[config.mk]
export PLATFORM = sky130hd
export DESIGN_NAME = classify_layer_seq
export DESIGN_NICKNAME = d
export VERILOG_FILES = /design/src/rtl/classify_layer_seq_pkg.sv /design/src/rtl/classify_layer_seq_mac.sv /design/src/rtl/classify_layer_seq.sv
export SDC_FILE = /design/constraint.sdc
export NUM_CORES = 1
export LEC_CHECK = 0
export ABC_CLOCK_PERIOD_IN_PS = 10000
export CAP_MARGIN = 20
export CORE_MARGIN = 2
export CORE_UTILIZATION = 29
export CTS_BUF_LIST = sky130_fd_sc_hd__clkbuf_4
export DETAILED_ROUTE_END_ITERATION = 7
export SETUP_SLACK_MARGIN = 0.05
export SLEW_MARGIN = 40
export SYNTH_ARGS = -nofsm -noshare
export SYNTH_HDL_FRONTEND = slang
export SYNTH_HIERARCHICAL = 1
export SYNTH_SLANG_ARGS = --single-unit
[constraint.sdc]
create_clock -name clk -period 10 [get_ports clk]
set_clock_uncertainty 0.15 [all_clocks]
set_input_delay 1.5 -clock clk [delete_from_list [all_inputs] [get_ports clk]]
set_output_delay 1.5 -clock clk [all_outputs]
set_load 0.005 [all_outputs]
[src/rtl/classify_layer_seq_pkg.sv]
// Shared configuration for the sequential classify layer: width derivations,
// the ReLU/saturate helper, FSM state encoding and flat-vector packing macros.
`ifndef CLASSIFY_LAYER_SEQ_PKG_SV
`define CLASSIFY_LAYER_SEQ_PKG_SV

// Element idx of a flat 1D vector of w-bit elements
`define CLS_ELEM1D(vec, idx, w) vec[(idx)*(w) +: (w)]
// Element [row][col] of a flat row-major 2D vector with ncol columns
`define CLS_ELEM2D(vec, row, col, ncol, w) vec[((row)*(ncol)+(col))*(w) +: (w)]

package classify_layer_seq_pkg;

   typedef enum logic [1:0] {
      IDLE  = 2'd0,
      MAC   = 2'd1,
      WRITE = 2'd2,
      DONE  = 2'd3
   } state_t;

   // Accumulator width: full product plus growth for IN_DIM terms plus bias
   function automatic int acc_bits(input int in_bits, input int in_dim);
      return 2*in_bits + $clog2(in_dim) + 1;
   endfunction

   function automatic int class_bits(input int out_dim);
      return $clog2(out_dim);
   endfunction

   // Optional ReLU followed by clamping to a signed out_bits range; works on
   // a 64-bit carrier so one helper serves every parameterisation
   function automatic logic signed [63:0] relu_sat(input logic signed [63:0] value,
                                                   input logic relu_en,
                                                   input int out_bits);
      logic signed [63:0] hi;
      logic signed [63:0] lo;
      logic signed [63:0] r;
      hi = (64'sd1 <<< (out_bits-1)) - 64'sd1;
      lo = -(64'sd1 <<< (out_bits-1));
      r  = value;
      if (relu_en && (r < 0)) r = '0;
      if (r > hi)      r = hi;
      else if (r < lo) r = lo;
      return r;
   endfunction

endpackage

`endif

[src/rtl/classify_layer_seq_mac.sv]
// Single signed multiply-accumulate with the fixed-point shift, optional ReLU
// and output saturation. Sequencing is owned by the instantiating FSM.
module mac_sat_unit
   import classify_layer_seq_pkg::*;
#(
   parameter int IW        = 12,
   parameter int OW        = 8,
   parameter int ACCW      = 28,
   parameter int FRAC_BITS = 0
)
(
   input  logic          clk,
   input  logic          rst_n,
   input  logic          load,
   input  logic          mac_en,
   input  logic          relu_en,
   input  logic [IW-1:0] bias,
   input  logic [IW-1:0] x,
   input  logic [IW-1:0] w,
   output logic [OW-1:0] score
);

   logic signed [2*IW-1:0] x_ext;
   logic signed [2*IW-1:0] w_ext;
   logic signed [2*IW-1:0] product;
   logic signed [ACCW-1:0] bias_ext;
   logic signed [ACCW-1:0] acc;
   logic signed [ACCW-1:0] shifted;

   // Operands are widened first so the product keeps full signed precision
   assign x_ext    = {{IW{x[IW-1]}}, x};
   assign w_ext    = {{IW{w[IW-1]}}, w};
   assign product  = x_ext * w_ext;
   assign bias_ext = {{(ACCW-IW){bias[IW-1]}}, bias} <<< FRAC_BITS;

   // Accumulator: bias preload starts a column, each enabled cycle adds one term
   always_ff @(posedge clk or negedge rst_n) begin
      if (!rst_n) begin
         acc <= '0;
      end else if (load) begin
         acc <= bias_ext;
      end else if (mac_en) begin
         acc <= acc + {{(ACCW-2*IW){product[2*IW-1]}}, product};
      end
   end

   // Drop fractional bits, then ReLU/saturate into the output score width
   assign shifted = acc >>> FRAC_BITS;
   assign score   = OW'(relu_sat({{(64-ACCW){shifted[ACCW-1]}}, shifted}, relu_en, OW));

endmodule

[src/rtl/classify_layer_seq.sv]
// Time-multiplexed classify layer: one MAC per cycle walks every input of
// every class, writes saturated scores column by column and reports argmax.
module classify_layer_seq
   import classify_layer_seq_pkg::*;
#(
   parameter int INPUT_BITLENGTH  = 12,
   parameter int OUTPUT_BITLENGTH = 8,
   parameter int IN_DIM           = 5,
   parameter int OUT_DIM          = 2,
   parameter int FRAC_BITS        = 0
)
(
   input  logic                                        clk,
   input  logic                                        rst_n,
   input  logic                                        start,
   input  logic                                        act_sel,
   input  logic [IN_DIM*INPUT_BITLENGTH-1:0]           InputHV,
   input  logic [IN_DIM*OUT_DIM*INPUT_BITLENGTH-1:0]   C_WeightI,
   input  logic [OUT_DIM*INPUT_BITLENGTH-1:0]          C_BiasI,
   output logic                                        busy,
   output logic                                        done,
   output logic [OUT_DIM*OUTPUT_BITLENGTH-1:0]         Output,
   output logic [class_bits(OUT_DIM)-1:0]              class_idx
);

   localparam int ACC_BITLENGTH = acc_bits(INPUT_BITLENGTH, IN_DIM);
   localparam int CLASS_BITS    = class_bits(OUT_DIM);
   localparam int IDX_BITS      = (IN_DIM > 1) ? $clog2(IN_DIM) : 1;
   localparam logic [IDX_BITS-1:0]   I_LAST = IDX_BITS'(IN_DIM-1);
   localparam logic [CLASS_BITS-1:0] J_LAST = CLASS_BITS'(OUT_DIM-1);

   state_t                               state;
   state_t                               state_next;
   logic        [IDX_BITS-1:0]           i_cnt;
   logic        [CLASS_BITS-1:0]         j_cnt;
   logic        [CLASS_BITS-1:0]         bias_idx;
   logic        [CLASS_BITS-1:0]         best_idx;
   logic signed [OUTPUT_BITLENGTH-1:0]   best_score;
   logic signed [OUTPUT_BITLENGTH-1:0]   score;
   logic        [INPUT_BITLENGTH-1:0]    x_cur;
   logic        [INPUT_BITLENGTH-1:0]    w_cur;
   logic        [INPUT_BITLENGTH-1:0]    bias_cur;
   logic                                 act_q;
   logic                                 load;
   logic                                 mac_en;

   assign x_cur    = `CLS_ELEM1D(InputHV, i_cnt, INPUT_BITLENGTH);
   assign w_cur    = `CLS_ELEM2D(C_WeightI, i_cnt, j_cnt, OUT_DIM, INPUT_BITLENGTH);
   assign bias_cur = `CLS_ELEM1D(C_BiasI, bias_idx, INPUT_BITLENGTH);

   mac_sat_unit #(
      .IW        (INPUT_BITLENGTH),
      .OW        (OUTPUT_BITLENGTH),
      .ACCW      (ACC_BITLENGTH),
      .FRAC_BITS (FRAC_BITS)
   ) u_mac (
      .clk     (clk),
      .rst_n   (rst_n),
      .load    (load),
      .mac_en  (mac_en),
      .relu_en (act_q),
      .bias    (bias_cur),
      .x       (x_cur),
      .w       (w_cur),
      .score   (score)
   );

   // State register
   always_ff @(posedge clk or negedge rst_n) begin
      if (!rst_n) state <= IDLE;
      else        state <= state_next;
   end

   // Next state plus MAC control; the bias for the next column is preloaded
   // during WRITE so the following MAC cycle starts from it
   always_comb begin
      state_next = state;
      load       = 1'b0;
      mac_en     = 1'b0;
      bias_idx   = '0;
      case (state)
         IDLE: begin
            if (start) begin
               load       = 1'b1;
               state_next = MAC;
            end
         end
         MAC: begin
            mac_en = 1'b1;
            if (i_cnt == I_LAST) state_next = WRITE;
         end
         WRITE: begin
            if (j_cnt == J_LAST) begin
               state_next = DONE;
            end else begin
               load       = 1'b1;
               bias_idx   = j_cnt + 1'b1;
               state_next = MAC;
            end
         end
         DONE: state_next = IDLE;
         default: state_next = IDLE;
      endcase
   end

   // Counters, score write-back, running argmax and handshake outputs
   always_ff @(posedge clk or negedge rst_n) begin
      if (!rst_n) begin
         i_cnt      <= '0;
         j_cnt      <= '0;
         act_q      <= 1'b0;
         best_score <= '0;
         best_idx   <= '0;
         Output     <= '0;
         class_idx  <= '0;
         busy       <= 1'b0;
         done       <= 1'b0;
      end else begin
         done <= (state == DONE);
         case (state)
            IDLE: begin
               if (start) begin
                  i_cnt <= '0;
                  j_cnt <= '0;
                  act_q <= act_sel;
                  busy  <= 1'b1;
               end
            end
            MAC: begin
               if (i_cnt != I_LAST) i_cnt <= i_cnt + 1'b1;
            end
            WRITE: begin
               `CLS_ELEM1D(Output, j_cnt, OUTPUT_BITLENGTH) <= score;
               if ((j_cnt == '0) || (score > best_score)) begin
                  best_score <= score;
                  best_idx   <= j_cnt;
               end
               if (j_cnt != J_LAST) begin
                  j_cnt <= j_cnt + 1'b1;
                  i_cnt <= '0;
               end
            end
            DONE: begin
               class_idx <= best_idx;
               busy      <= 1'b0;
            end
            default: ;
         endcase
      end
   end

endmodule

Yosys cells after proc, flatten, opt, wreduce, memory -nomap -nowiden
Index checks and enable logic that the tools add are counted.
{ "totals": {"regBits": 63} }
{ "classes": {"n_addsub": 5, "multipliers": 4, "magnitude_cmp": 4, "eq_ne": 9, "n_shift": 5, "muxes": 25, "bitwise": 1, "n_reduce_logical": 13} }
{ "ops": {"columns": ["operator", "count"], "rows": [
  ["$shiftx A120 B10 Y12", 1],
  ["$gt A64 B8 Y1 const B", 1],
  ["$lt A64 B8 Y1 const B", 1],
  ["$mux W64", 1],
  ["$shiftx A60 B8 Y12", 1],
  ["$mux W28", 2],
  ["$neg A4 Y34", 1],
  ["$shift A8 B34 Y16 const A", 1],
  ["$shiftx A8 B34 Y16", 1],
  ["$add A28 B28 Y28", 1],
  ["$lt A28 B1 Y1 const B", 1],
  ["$mul A12 B12 Y24", 1],
  ["$shiftx A24 B6 Y12", 1],
  ["$bwmux W16", 1],
  ["$mux W8", 2],
  ["$reduce_and A2 Y1", 5],
  ["$mux W3", 3],
  ["$pmux W3 S3", 1],
  ["$gt A8 B8 Y1", 1],
  ["$mux W1", 8],
  ["$ne A2 B2 Y1 const B", 4],
  ["$pmux W2 S4", 1],
  ["$mul A5 B2 Y7 const B", 1],
  ["$mux W2", 3],
  ["other kinds (17)", 22]
]} }

Depth between registers and ports, before layout
Gate-level depths: netlist (run 1).
{ "depth": {"depth_word": 9, "depth_mapped": 38, "mapped_depth_nobuf": 34} }

Modules after synthesis
The synthesis (run 1) kept the hierarchy.
{ "by_module_without_submodules": {"columns": ["mod", "instances", "cells_per_inst", "area_per_inst_um2"], "rows": [
  ["mac_sat_unit", 1, 950, 8059.0],
  ["classify_layer_seq", 1, 350, 3239.4]
]} }

Worst setup path after synthesis (run 1)
No wires, ideal clock.
{ "synth_path": {"path_type": "input -> register", "from": "in C_WeightI[37]", "to": "reg u_mac.acc[27]", "setup_ns": 0.082, "arrival_ns": 8.833, "required_time_ns": 9.768, "slack_ns": 0.935, "cell_stages": 31, "cell_sequence": "mux4_2 a221oi_1 nor2_1 clkbuf_1 and2_1 fa_1 ha_1 inv_1 fa_1 inv_1 fa_1 inv_1 fa_1 inv_1 ha_1 a21o_1 a31o_1 a22o_1 a211oi_1 o21bai_1 a21o_1 xor2_1 ha_1 and3_1 and3_1 nor3_1 o22a_1 a31oi_1 xor3_1 or3_1 a31oi_1"} }
{ "synth_between": {"elab_chain_cells": 5} }
{ "synth_rtl": {"columns": ["item", "line", "rtl"], "rows": [
  ["start, declared", "classify_layer_seq.sv:18", "input logic [IN_DIM*OUT_DIM*INPUT_BITLENGTH-1:0] C_WeightI,"],
  ["$shiftx A120 B10 Y12 (no line)", null, null],
  ["via w_cur[1]", "classify_layer_seq.sv:41", "logic [INPUT_BITLENGTH-1:0] w_cur;"],
  ["$mul A12 B12 Y24", "classify_layer_seq_mac.sv:33", "assign product = x_ext * w_ext;"],
  ["$add A28 B28 Y28", "classify_layer_seq_mac.sv:43", "acc <= acc + {{(ACCW-2*IW){product[2*IW-1]}}, product};"],
  ["$mux W28", "classify_layer_seq_mac.sv:42", "end else if (mac_en) begin"],
  ["$mux W28", "classify_layer_seq_mac.sv:40", "end else if (load) begin"],
  ["end signal, assigned", "classify_layer_seq_mac.sv:41", "acc <= bias_ext;"],
  ["end signal, assigned", "classify_layer_seq_mac.sv:43", null],
  ["end, declared", "classify_layer_seq_mac.sv:27", "logic signed [ACCW-1:0] acc;"]
]} }
The timed path passes the listed nets, and every way through them passes these cells. The select of a mux whose other input is x is not followed.
A chain may end at the register's enable or synchronous reset.

Worst setup path in the final report (run 1)
{ "layout_path": {"from": "in C_WeightI[10]", "to": "reg u_mac.acc[27]"} }
Same word-level chain as after synthesis.

==> results of run 1 <==
==> routing by layer <==
layer / share of wire, % / global-route usage [%] / wire (um) / vias up
li1: - / - / - / 4707
met1: 47 / 21.84 / 14590 / 4693
met2: 47 / 26.66 / 14590 / 276
met3: 5.8 / 2.365 / 1808 / 28
met4: 1.1 / 3.151 / 345 / 0
met5: 0 / 0 / 0 / -
==> critical path, delay by kind of cell <==
family / cells / cell delay (ns)
adder cells (fa/ha/maj): 7 / 3.33
AND/OR/NAND/NOR: 6 / 1.39
multiplexers: 1 / 0.46
XOR/XNOR: 2 / 0.40
buffers and inverters: 3 / 0.51
AO/OA/AOI/OAI: 10 / 2.23
==> metrics by stage <==
stage                     instances    TNS, ns  cell area [um^2]  hold slack [ns]
after floorplan                1300          0             11300           0.3199
after global placement         2022          0             14270           0.3126
after detailed placement       2022  -0.001753             14280           0.3161
after CTS                      2038          0             14460           0.3479
after global routing           2039          0             14460           0.3778
final                          2039          0             14460           0.3422
==> cell usage in the layout, fill, tap and decap left out, types with 3 or more instances in the layout <==
master | netlist | layout
o22ai_1 | 13 | 13
clkinv_1 | 3 | 3
nand2_1 | 204 | 204
nand4_1 | 8 | 8
nor2b_1 | 5 | 4
fa_1 | 139 | 139
nand3b_1 | 3 | 3
mux4_2 | 24 | 24
o21ai_0 | 38 | 38
nor3_1 | 12 | 12
or3_1 | 6 | 6
dfrtp_1 | 63 | 61
a22o_1 | 3 | 3
a21oi_1 | 82 | 82
nand2b_1 | 7 | 7
o21bai_1 | 7 | 7
a31oi_1 | 3 | 3
nor2_2 | 0 | 4
clkbuf_4 | 0 | 9
nor2_1 | 64 | 60
mux2i_1 | 34 | 34
a21oi_2 | 3 | 3
and2_1 | 47 | 47
xnor2_1 | 35 | 35
nor4_1 | 8 | 8
o21ai_1 | 3 | 3
ha_1 | 89 | 89
inv_1 | 204 | 204
a221oi_1 | 13 | 13
xor2_1 | 11 | 11
a21o_1 | 13 | 13
clkdlybuf4s50_1 | 0 | 225
a211oi_1 | 10 | 10
and3_1 | 4 | 4
nand3_1 | 7 | 7
buf_4 | 0 | 40
mux2_2 | 29 | 29
==> cell type report <==
class                   count  area, um^2
flip-flops and latches     63        1579
well taps                 518       648.1
repair buffers            267        2569
multi-input cells         967        8713
clock buffers               9       67.56
clock inverters             7       105.1
fillers                  4022       24100
diodes                      1       2.502
inverters                 207       777.0
==> registers in the layout, summed over array words and instances (netlist names) <==
register    flops
u_mac/acc      28
Output         16
best_score      8
i_cnt           3
state           2
act_q           1
best_idx        1
busy            1
class_idx       1
done            1
j_cnt           1
==> how the worst min path moves through the flow <==
| stage | start | end | cells past startpoint |
|---|---|---|---|
| floorplan | Output[1]$_DFFE_PN0P_ | Output[1]$_DFFE_PN0P_ | 2 |
| finish | Output[8]$_DFFE_PN0P_ | Output[8]$_DFFE_PN0P_ | 2 |
| detailed placement | Output[6]$_DFFE_PN0P_ | Output[6]$_DFFE_PN0P_ | 2 |
| CTS | Output[6]$_DFFE_PN0P_ | Output[6]$_DFFE_PN0P_ | 2 |
| global placement | Output[1]$_DFFE_PN0P_ | Output[1]$_DFFE_PN0P_ | 2 |
| global route | Output[5]$_DFFE_PN0P_ | Output[5]$_DFFE_PN0P_ | 2 |
==> kinds of logic after synthesis <==
group / Yosys count
buffers and inverters: 270
and+or+nand+nor: 388
DFF: 63
muxes: 87
adders and majority gates: 228
xor gates and xnor gates: 47
AOI/OAI and AO/OA: 217
==> results.yml, run 1 <==
yosys:
  synthesis.nets: 1736
  avgSynthCellArea_um2: 8.691
  synth_top_area_cell: "fa_1"
  syn_inst: 1300
  synth-edff-count: 0
  synth_xor_area_share_pct: 3.776
  yosys.area_share.adder_pct: 34.49
  synth.mux.area_fraction_pct: 10.69
  yosys-top-cells-count: "204 x inv_1, 204 x nand2_1, 139 x fa_1, 89 x ha_1, 82 x a21oi_1"
  synthSimpleGateAreaFrac_pct: 15.73
  async_flop_share_pct: 100.0
  ys_types: 72
  ys_seq_area_share_pct: 13.95
  synth.cell_area_um2: 11300
  yosys_warnings: 6
  synth-seq-cells: 63
  synth_top_family_by_area: "adder cells"
  synth_top_flop_cell: "dfrtp_1"
  synth_top_area_share_pct: 24.63
  synth_area_leaders: "fa_1 25%, dfrtp_1 14%, ha_1 9.9%"
  synth_compound_area_share_pct: 12.29
floorplanning:
  fp.dieH_um: 201.4
  dieArea_um2: 40550
  design.core.area_um2: 38560
  rows: 72
  initial_core_util_pct: 29.30
  boundaryPins: 227
  die_w_um: 201.4
drt:
  dr.pass1.iters: 5
  post_drt_wl_per_cell_um: 15.37
  via_per_inst: 4.759
  route.detailed.drc: 0
  wl_mm: 31.34
  via_count: 9704
  ant_nets: 0
  drtIter0Drc: 481
grt:
  antenna_found_initial: 1
  grt_usage_pct: 15.90
  gr-total-overflow: 0
  grt_pass1_vias: 10210
  grt_start_max_net_pins: 64
  grt_pass1_wl_mm: 53.31
timing:
  tightest_slew_ns: 0.7899
  slew_violations: 0
  finalHoldViolations: 0
  rsz0062_at_grt: "false"
  finalCritPeriodShare_pct: 96.21
  worst_slack_ns: 0.3789
  fmax_mhz: 103.9
  setup_violations: 0
  fin_crit_ns: 9.621
  slew_headroom_pct: 47.34
clock_tree:
  cts_root_buf: "clkbuf_4"
  clk_path_buf_depth: 2
  cts_htree_levels: 3
  hold_buffers: 0
  cts_tree: "built"
  cts.sinks: 63
  clkLatencyLatePin_ns: 0.44
  cts_setup_buffers: 0
  cts-resized-gates: 0
  numCtsBuffers: 9
  path_clk_slew_ns: 0.13
setup_path:
  reg2regPathDepth: 28
  required_ns: 10.20
  r2r_end: "u_mac/acc[27]$_DFFE_PN0P_"
  crit_start: "C_WeightI[10]"
  path_max_fanout: 12
  critPathKind: "primary input to register"
  cp_common_cell: "fa_1"
  r2r_slack_ns: 0.86
  rr_startpoint: "j_cnt$_DFFE_PN0P_"
  crit_path_end: "u_mac/acc[27]$_DFFE_PN0P_"
  cp-end-kind: "register"
  startpoint_type: "primary input"
  crit_path_max_incr_delay_ns: 0.54
  critPathArrivalTime_ns: 9.82
  crit_slowest_cell: "fa_1"
place:
  place_ws_ns: -0.001753
  io_buffers: 226
  place.gp.congestion: 0.8341
  dp_hpwl_mm: 26.02
cells_and_area:
  drive_above_1_share_pct: 8.816
  final_util_pct: 37.51
  area_growth_pct: 28.00
  nets: 1951
flow_run:
  max_cap_violations: 0
outcome:
  outcome: "complete, no violations"
hold_path:
  min_path_type: "register to register"
Power of run 1 is not shown: default switching activity piles up to over one toggle a cycle in this logic, so the estimate is an artifact.
==> run 2: changes to the inputs <==
--- a/config.mk
+++ b/config.mk
@@ -11,6 +11,7 @@
 export CORE_UTILIZATION = 29
 export CTS_BUF_LIST = sky130_fd_sc_hd__clkbuf_4
 export DETAILED_ROUTE_END_ITERATION = 7
+export PLACE_DENSITY_LB_ADDON = 0.1
 export SETUP_SLACK_MARGIN = 0.05
 export SLEW_MARGIN = 40
 export SYNTH_ARGS = -nofsm -noshare
==> results.yml, run 2 (same netlist as run 1, synthesis figures left out) <==
outcome:
  outcome: "complete, no violations"
clock_tree:
  cts_tree: "built"
  clkLatencyLatePin_ns: 0.45
  hold_buffers: 0
  cts_root_buf: "clkbuf_4"
  cts-resized-gates: 0
  numCtsBuffers: 9
  path_clk_slew_ns: 0.14
  cts_setup_buffers: 0
  cts_htree_levels: 3
  cts.sinks: 63
  clk_path_buf_depth: 2
timing:
  slew_headroom_pct: 50.77
  worst_slack_ns: 0.6442
  final.setup.tns_ns: 0
  rsz0062_at_grt: "false"
  setup_violations: 0
  whs_ns: 0.3519
  fin_crit_ns: 9.356
  slew_violations: 0
  finalCritPeriodShare_pct: 93.56
  fmax_mhz: 106.9
  finalHoldViolations: 0
  tightest_slew_ns: 0.7357
setup_path:
  critPathKind: "primary input to register"
  crit_slowest_cell: "fa_1"
  critPathArrivalTime_ns: 9.57
  rr_startpoint: "j_cnt$_DFFE_PN0P_"
  reg2regPathDepth: 29
  cp_common_cell: "fa_1"
  r2r_slack_ns: 0.98
  startpoint_type: "primary input"
  required_ns: 10.22
  path_max_fanout: 7
  crit_path_max_incr_delay_ns: 0.55
  r2r_end: "u_mac/acc[27]$_DFFE_PN0P_"
  cp-end-kind: "register"
hold_path:
  min_path_cells: 2
  hp-start: "Output[5]$_DFFE_PN0P_"
  min_to: "Output[5]$_DFFE_PN0P_"
  min_path_type: "register to register"
place:
  place_inst: 2030
  io_buffers: 226
  place_ws_ns: 0.1325
  place.gp.congestion: 0.8722
  dp_hpwl_mm: 27.64
floorplanning:
  rows: 72
  fp.dieH_um: 201.4
  boundaryPins: 227
  die_w_um: 201.4
  design.core.area_um2: 38560
  initial_core_util_pct: 29.30
  dieArea_um2: 40550
cells_and_area:
  fillers: 4034
  layout_common_cells: "225 x clkdlybuf4s50_1, 204 x inv_1, 204 x nand2_1, 139 x fa_1, 89 x ha_1"
  nets: 1959
  final_common_cell: "clkdlybuf4s50_1"
  fin_cells: 2048
  drive_above_1_share_pct: 9.490
  area_growth_pct: 28.57
  reg_top3: "u_mac/acc: 28 flops, Output: 16 flops, best_score: 8 flops"
  top_register: "u_mac/acc"
  largest_register_ffs: 28
drt:
  via_count: 9536
  route.detailed.drc: 0
  dr.pass1.iters: 5
  wl_mm: 33.30
  ant_nets: 0
  via_per_inst: 4.656
  drtIter0Drc: 447
  post_drt_wl_per_cell_um: 16.26
grt:
  grt_pass1_vias: 10300
  grt_pass1_wl_mm: 56.17
  gr-total-overflow: 0
  antenna_found_initial: 2
  grt_start_max_net_pins: 64
  grt_usage_pct: 17.13
flow_run:
  max_cap_violations: 0
run 2: layout make-up:
class / count / area (um^2) / area share [%]
Timing Repair Buffer: 275 / 2629 / 18.10
Clock inverter: 7 / 100.1 / 0.6891
Antenna cell: 2 / 5.005 / 0.03445
Sequential cell: 63 / 1579 / 10.87
Multi-Input combinational cell: 967 / 8721 / 60.03
Inverter: 207 / 777.0 / 5.349
Clock buffer: 9 / 67.56 / 0.4651
Tap cell: 518 / 648.1 / 4.462
run 2: per-stage QoR:
stage	cell area [um^2]	utilization (%)
finish	14530	37.68
global route	14530	37.68
CTS	14520	37.66
detailed placement	14350	37.22
global placement	14330	37.17
floorplan	11300	-
run 2: worst max-delay path by stage:
stage	from	endpoint	slack (ns)	cells past startpoint
floorplan	C_WeightI[37]	u_mac/acc[27]$_DFFE_PN0P_	0.94	31
global placement	C_WeightI[5]	u_mac/acc[26]$_DFFE_PN0P_	0.15	30
detailed placement	C_WeightI[45]	u_mac/acc[27]$_DFFE_PN0P_	0.13	27
CTS	C_WeightI[45]	u_mac/acc[27]$_DFFE_PN0P_	0.62	27
global route	C_WeightI[40]	u_mac/acc[27]$_DFFE_PN0P_	0.24	28
finish	C_WeightI[30]	u_mac/acc[27]$_DFFE_PN0P_	0.64	29
run 2: per-layer routing:
layer	global-route usage (%)	vias to the layer above	part of all wire, %
met5	0	-	0
met3	2.446	25	4.4
li1	-	4729	-
met1	24.28	4553	49
met4	4.123	0	1.5
met2	27.54	229	45
run 2: worst max-delay path, delay by kind of cell:
| family | cells | cell delay (ns) |
|---|---|---|
| multiplexers | 1 | 0.45 |
| AO/OA/AOI/OAI | 9 | 2.06 |
| XOR/XNOR | 2 | 0.46 |
| adder cells (fa/ha/maj) | 7 | 3.23 |
| AND/OR/NAND/NOR | 5 | 1.08 |
| buffers and inverters | 5 | 0.82 |
Power of run 2 is left out for the same reason.
